<file path="config.mk">
export PLATFORM = sky130hd
export DESIGN_NAME = bcd2binary_seq
export DESIGN_NICKNAME = d
export VERILOG_FILES = /design/src/rtl/bcd2binary_seq_pkg.sv /design/src/rtl/bcd2binary_seq_sub3.sv /design/src/rtl/bcd2binary_seq.sv
export SDC_FILE = /design/constraint.sdc
export NUM_CORES = 1
export LEC_CHECK = 0
export ABC_CLOCK_PERIOD_IN_PS = 2200
export CAP_MARGIN = 10
export CORE_ASPECT_RATIO = 1.5
export CORE_MARGIN = 2
export CORE_UTILIZATION = 54
export CTS_CLUSTER_SIZE = 24
export DETAILED_ROUTE_END_ITERATION = 10
export MAX_ROUTING_LAYER = met4
export PLACE_DENSITY = 0.79
export SETUP_SLACK_MARGIN = 0.3
export SLEW_MARGIN = 40
export SYNTH_ARGS = -nofsm -noshare
export SYNTH_HDL_FRONTEND = slang
export SYNTH_SLANG_ARGS = --single-unit
</file>
<file path="constraint.sdc">
create_clock -name clk -period 2.2 [get_ports clk]
set_clock_uncertainty 0.05 [all_clocks]
set_input_delay 0.22 -clock clk [delete_from_list [all_inputs] [get_ports clk]]
set_output_delay 0.22 -clock clk [all_outputs]
set_load 0.01 [all_outputs]
</file>
<file path="src/rtl/bcd2binary_seq_pkg.sv">
// Shared constants, state encoding and digit helper for the BCD-to-binary converter.
package bcd2binary_seq_pkg;

   localparam int WORDSIZE_DEF = 8;   // default result width (1..20)
   localparam int BCD_DIGITS   = 6;   // decimal digits accepted
   localparam int BIN_ITER     = 20;  // shift iterations; 999999 fits in 20 bits

   typedef enum logic [1:0] {
      S_IDLE  = 2'd0,
      S_SHIFT = 2'd1,
      S_DONE  = 2'd2
   } state_t;

   // True when any nibble of the packed digit word is not a decimal digit.
   function automatic logic any_bad_digit(input logic [BCD_DIGITS*4-1:0] d);
      logic bad;
      bad = 1'b0;
      for (int k = 0; k < BCD_DIGITS; k++) begin
         if (d[k*4 +: 4] > 4'd9) bad = 1'b1;
      end
      return bad;
   endfunction

endpackage

</file>
<file path="src/rtl/bcd2binary_seq_sub3.sv">
// Per-nibble correction for reverse double-dabble: values of 8 or more drop by 3.
module bcd2binary_seq_sub3 (
   input  logic [3:0] i_x,
   output logic [3:0] o_y
);

   assign o_y = (i_x >= 4'd8) ? (i_x - 4'd3) : i_x;

endmodule

</file>
<file path="src/rtl/bcd2binary_seq.sv">
// Six-digit BCD to binary converter using iterative reverse double-dabble.
// A valid request takes 20 shift cycles; a request with a non-decimal digit
// reports err on the very next cycle without converting.
module bcd2binary_seq
   import bcd2binary_seq_pkg::*;
#(
   parameter int WORDSIZE = WORDSIZE_DEF
) (
   input  logic                clk,
   input  logic                rst,
   input  logic                start,
   input  logic [3:0]          in5,
   input  logic [3:0]          in4,
   input  logic [3:0]          in3,
   input  logic [3:0]          in2,
   input  logic [3:0]          in1,
   input  logic [3:0]          in0,
   output logic                busy,
   output logic                done,
   output logic [WORDSIZE-1:0] out,
   output logic                overflow,
   output logic                err
);

   localparam int          SR_W      = BCD_DIGITS*4 + BIN_ITER;
   localparam logic [4:0]  LAST_ITER = 5'(BIN_ITER - 1);

   state_t                  r_state;
   logic [SR_W-1:0]         r_sr;
   logic [4:0]              r_cnt;
   logic                    r_busy;
   logic                    r_done;
   logic [WORDSIZE-1:0]     r_out;
   logic                    r_ovf;
   logic                    r_err;

   logic [BCD_DIGITS*4-1:0] w_digits;
   logic                    w_bad;
   logic [SR_W-1:0]         w_shift;
   logic [BCD_DIGITS*4-1:0] w_corr;
   logic [SR_W-1:0]         w_next;
   logic                    w_ovf;

   assign w_digits = {in5, in4, in3, in2, in1, in0};
   assign w_bad    = any_bad_digit(w_digits);

   // One iteration: shift right, then correct every BCD nibble.
   assign w_shift = r_sr >> 1;

   for (genvar g = 0; g < BCD_DIGITS; g++) begin : g_nib
      bcd2binary_seq_sub3 u_sub3 (
         .i_x (w_shift[BIN_ITER + 4*g +: 4]),
         .o_y (w_corr[4*g +: 4])
      );
   end

   assign w_next = {w_corr, w_shift[BIN_ITER-1:0]};

   // Bits of the 20-bit result that do not fit in the output word.
   if (WORDSIZE < BIN_ITER) begin : g_ovf
      assign w_ovf = |w_next[BIN_ITER-1:WORDSIZE];
   end else begin : g_noovf
      assign w_ovf = 1'b0;
   end

   // Control FSM with datapath; results are only written on entry to DONE.
   always_ff @(posedge clk) begin
      if (rst) begin
         r_state <= S_IDLE;
         r_sr    <= '0;
         r_cnt   <= '0;
         r_busy  <= 1'b0;
         r_done  <= 1'b0;
         r_out   <= '0;
         r_ovf   <= 1'b0;
         r_err   <= 1'b0;
      end else begin
         r_done <= 1'b0;
         case (r_state)
            S_IDLE: begin
               if (start) begin
                  if (w_bad) begin
                     r_state <= S_DONE;
                     r_done  <= 1'b1;
                     r_out   <= '0;
                     r_ovf   <= 1'b0;
                     r_err   <= 1'b1;
                  end else begin
                     r_state <= S_SHIFT;
                     r_sr    <= {w_digits, {BIN_ITER{1'b0}}};
                     r_cnt   <= '0;
                     r_busy  <= 1'b1;
                  end
               end
            end
            S_SHIFT: begin
               r_sr  <= w_next;
               r_cnt <= r_cnt + 5'd1;
               if (r_cnt == LAST_ITER) begin
                  r_state <= S_DONE;
                  r_busy  <= 1'b0;
                  r_done  <= 1'b1;
                  r_out   <= w_next[WORDSIZE-1:0];
                  r_ovf   <= w_ovf;
                  r_err   <= 1'b0;
               end
            end
            S_DONE:  r_state <= S_IDLE;
            default: r_state <= S_IDLE;
         endcase
      end
   end

   assign busy     = r_busy;
   assign done     = r_done;
   assign out      = r_out;
   assign overflow = r_ovf;
   assign err      = r_err;

endmodule
</file>
==> impl_metrics.toml <==
[route]
drt-total-wl_microns = 6090
first_pass_iters = 4
post_drt_via_cell_ratio = 5.69
final_antenna_net_count = 0
vias = 2413
drc = 0
wl_per_cell_microns = 14.4
dr.first_iter.drc_count = 138

[sta]
hold_viol_final = 0
max_freq_mhz = 574
relSlewSlack = 0.534
tns_ns = 0
maxSlewViolCount = 0
postLayoutSetupSlackWorst_ns = 0.459
finalSetupViolCount = 0
fin_crit_sh = 0.791
tightest_slew_ns = 0.699
fin_crit_ns = 1.74
rsz0062_at_grt = "false"

[logic_synthesis]
synth_nets = 349
yosysMostFrequentCell = "dfxtp_1"
synth_top_family_by_area = "compound AO/OA/AOI/OAI gates"
postSynthAreaPerCell_sq_um = 9.26
synth-simple-area-share = 0.166
synth_common_cells = "dfxtp_1 (62), nand2_1 (41), a22o_1 (24)"
synth_cell_type_count = 42
netlist_instances = 311
synth_seq_area_share = 0.431
synth_compound_area_frac = 0.268
yosysTopAreaCell = "dfxtp_1"
synthTopCellsByArea = "dfxtp_1 (43%), a22o_1 (7.3%), nand2_1 (5.3%), o211ai_1 (5.2%), ha_1 (4.8%)"
synthArstFlopShare = 0
ys_ff_latch = 62
synth_ff_type = "dfxtp_1"
synth_xor_area_frac = 0.0304
netlist_area_sq_um = 2880
synth_fa_ha_area_frac = 0.0478
yosysWarnings = 0
synth_edf_count = 0
yosysTopAreaCellShare = 0.431
muxShareOfSynthArea = 0.0104

[worst_hold_path]
whs_endpoint = "err"
hold_start = "err"
hold_class = "reg -> reg"
holdPathStages = 2

[cts]
clk_latency_ns = 0.35
cts_buffer_depth = 2
numCtsBuffers = 9
cts_setup_buffers = 0
cts_tree = "yes"
h-tree-depth = 3
cts-root-buf = "clkbuf_8"
clkSlewWorstSetupHoldPaths_ns = 0.08
cts.sinks = 62

[critical_path]
critPathLaunchType = "primary input"
cp_cell_sequence = "clkdlybuf4s50_1, o21ai_1, nand4b_2, o21a_1, or3_1, a21boi_1"
critPathMaxStageDelay_ns = 0.42
end_kind = "flop"
cp.arrival_ns = 1.97
cpLargestDelayFamily = "compound AO/OA/AOI/OAI gates"
crit_type = "in -> reg"
slowest_stage = "clkdlybuf4s50_1"
rr_endpoint = "out[7]"
critPathMaxFanout = 8
r2r_start = "r_cnt[0]"
cp.required_ns = 2.43
cp_num_buf_inv = 1
r2r_cells = 6
reg2reg_slack_ns = 0.48

[pwr]
pwr-share-seq = 0.462
pwr-share-comb = 0.080
max-vdd-ir-drop_mv = 0.448
switchingPower_w = 0.000612
leakage_nw = 1.25
p_int_w = 0.00189
p_sw_frac = 0.245
fin_total_pwr_w = 0.00250
p_clk_frac = 0.457
powerDensity_nw_per_um2 = 699

[global_routing]
grt_usage = 0.230
grt_pass1_wl_microns = 10500
grt_pass1_vias = 2268
grt-ovfl-total = 0
grt_max_degree = 39
antenna_found_initial = 0

[floorplanning]
initial_core_util = 0.562
dieArea_sq_um = 5940
design.portCount = 39
die_h_microns = 93.4
die_w_microns = 63.6
rows = 32
core_sq_um = 5120

[layout]
synthToLayoutAreaGrowth_pct = 24.3
design_area_sq_um = 3580
finalNetCount = 389
finalNonFillerCells = 424
final_layout_size_suffix_gt1_frac = 0.135
num_antenna_cells = 0

[flow_run]
cap_violations = 0

[place]
globalplace.congestion = 0.906
place_area_sq_um = 3330
dp_hpwl_microns = 4250
io_buffers = 38
post-place-ws_ns = 0.0792
dp.cells = 408

[outcome]
status = "complete, no violations"
[layout make-up]
type                       count  area (sq um)
clock buffer                   9           124
clock inverter                 7           104
fill                         438          1550
inverter                      12          45.0
multi-input combinational    220          1530
sequential                    62          1240
tap                           68          85.1
timing repair buffer          46           453
[sequential cells by signal, summed over array words and instances, names as in the netlist]
signal    count
busy          1
done          1
err           1
out           8
overflow      1
r_cnt         5
r_sr         43
r_state       2
[power groups by stage]
stage	Clock, W	Sequential [W]	Combinational (W)
final	0.00114	0.00116	0.000201
after global routing	0.00120	0.00116	0.000219
after CTS	0.00116	0.00116	0.000200
after detailed placement	0	0.00118	0.000199
after global placement	0	0.00118	0.000197
after floorplan	0	0.00118	0.000108
[routing by layer]
metal / up-vias / share of wire / GRT usage
met5: - / 0 / -
met4: 0 / 0.018 / 0.112
met3: 12 / 0.031 / 0.0445
met2: 44 / 0.50 / 0.368
met1: 1146 / 0.45 / 0.277
li1: 1211 / - / -
[stage by stage]
stage / util / hold slack, ns
after floorplan: - / 0.336
after global placement: 0.650 / 0.395
after detailed placement: 0.650 / 0.402
after CTS: 0.695 / 0.413
after global routing: 0.698 / 0.443
final: 0.698 / 0.411
[tightest hold or removal path, stage by stage, from the launching register on]
cell and delay, ns:
dfxtp_1 0.32, nand2_1 0.05, a21oi_1 0.05
[worst max-delay path by stage]
stage / to / cells after the start / startpoint / slack [ns]
after floorplan: out[1] / 7 / r_cnt[0] / 0.54
after global placement: r_sr[27] / 5 / start / 0.15
after detailed placement: r_sr[31] / 5 / start / 0.08
after CTS: overflow / 6 / r_cnt[0] / 0.39
after global routing: r_cnt[4] / 6 / in3[1] / 0.32
final: r_cnt[3] / 6 / in3[2] / 0.46
[cells by family (layout without fill, tap and decap cells)]
| family | Yosys count | in the layout |
|---|---|---|
| XOR/XNOR | 10 | 10 |
| multiplexers | 3 | 3 |
| AND/OR/NAND/NOR | 95 | 95 |
| AO/OA/AOI/OAI | 101 | 101 |
| flip-flops | 62 | 62 |
| adder cells (fa/ha/maj) | 11 | 11 |
| buffers and inverters | 29 | 74 |
[cell usage in the layout, fill, tap and decap left out, types with 6 or more instances in the layout]
cell             count
ha_1                11
a21oi_1             23
inv_1               12
nand3_1              6
clkbuf_8             9
dfxtp_1             62
a22o_1              24
o21ai_2              6
nor2_1              18
clkdlybuf4s50_1     38
xnor2_1             10
o211ai_1            20
buf_4                7
nand2_1             39
[timing repair]
item,in CTS,in global routing
endpoints found under the setup margin,6,16
hold buffers,0,0
gates resized for setup,1,5
endpoints found under the hold margin,0,0
cloned,0,0
Note: power is estimated with default switching activity, not from simulation.
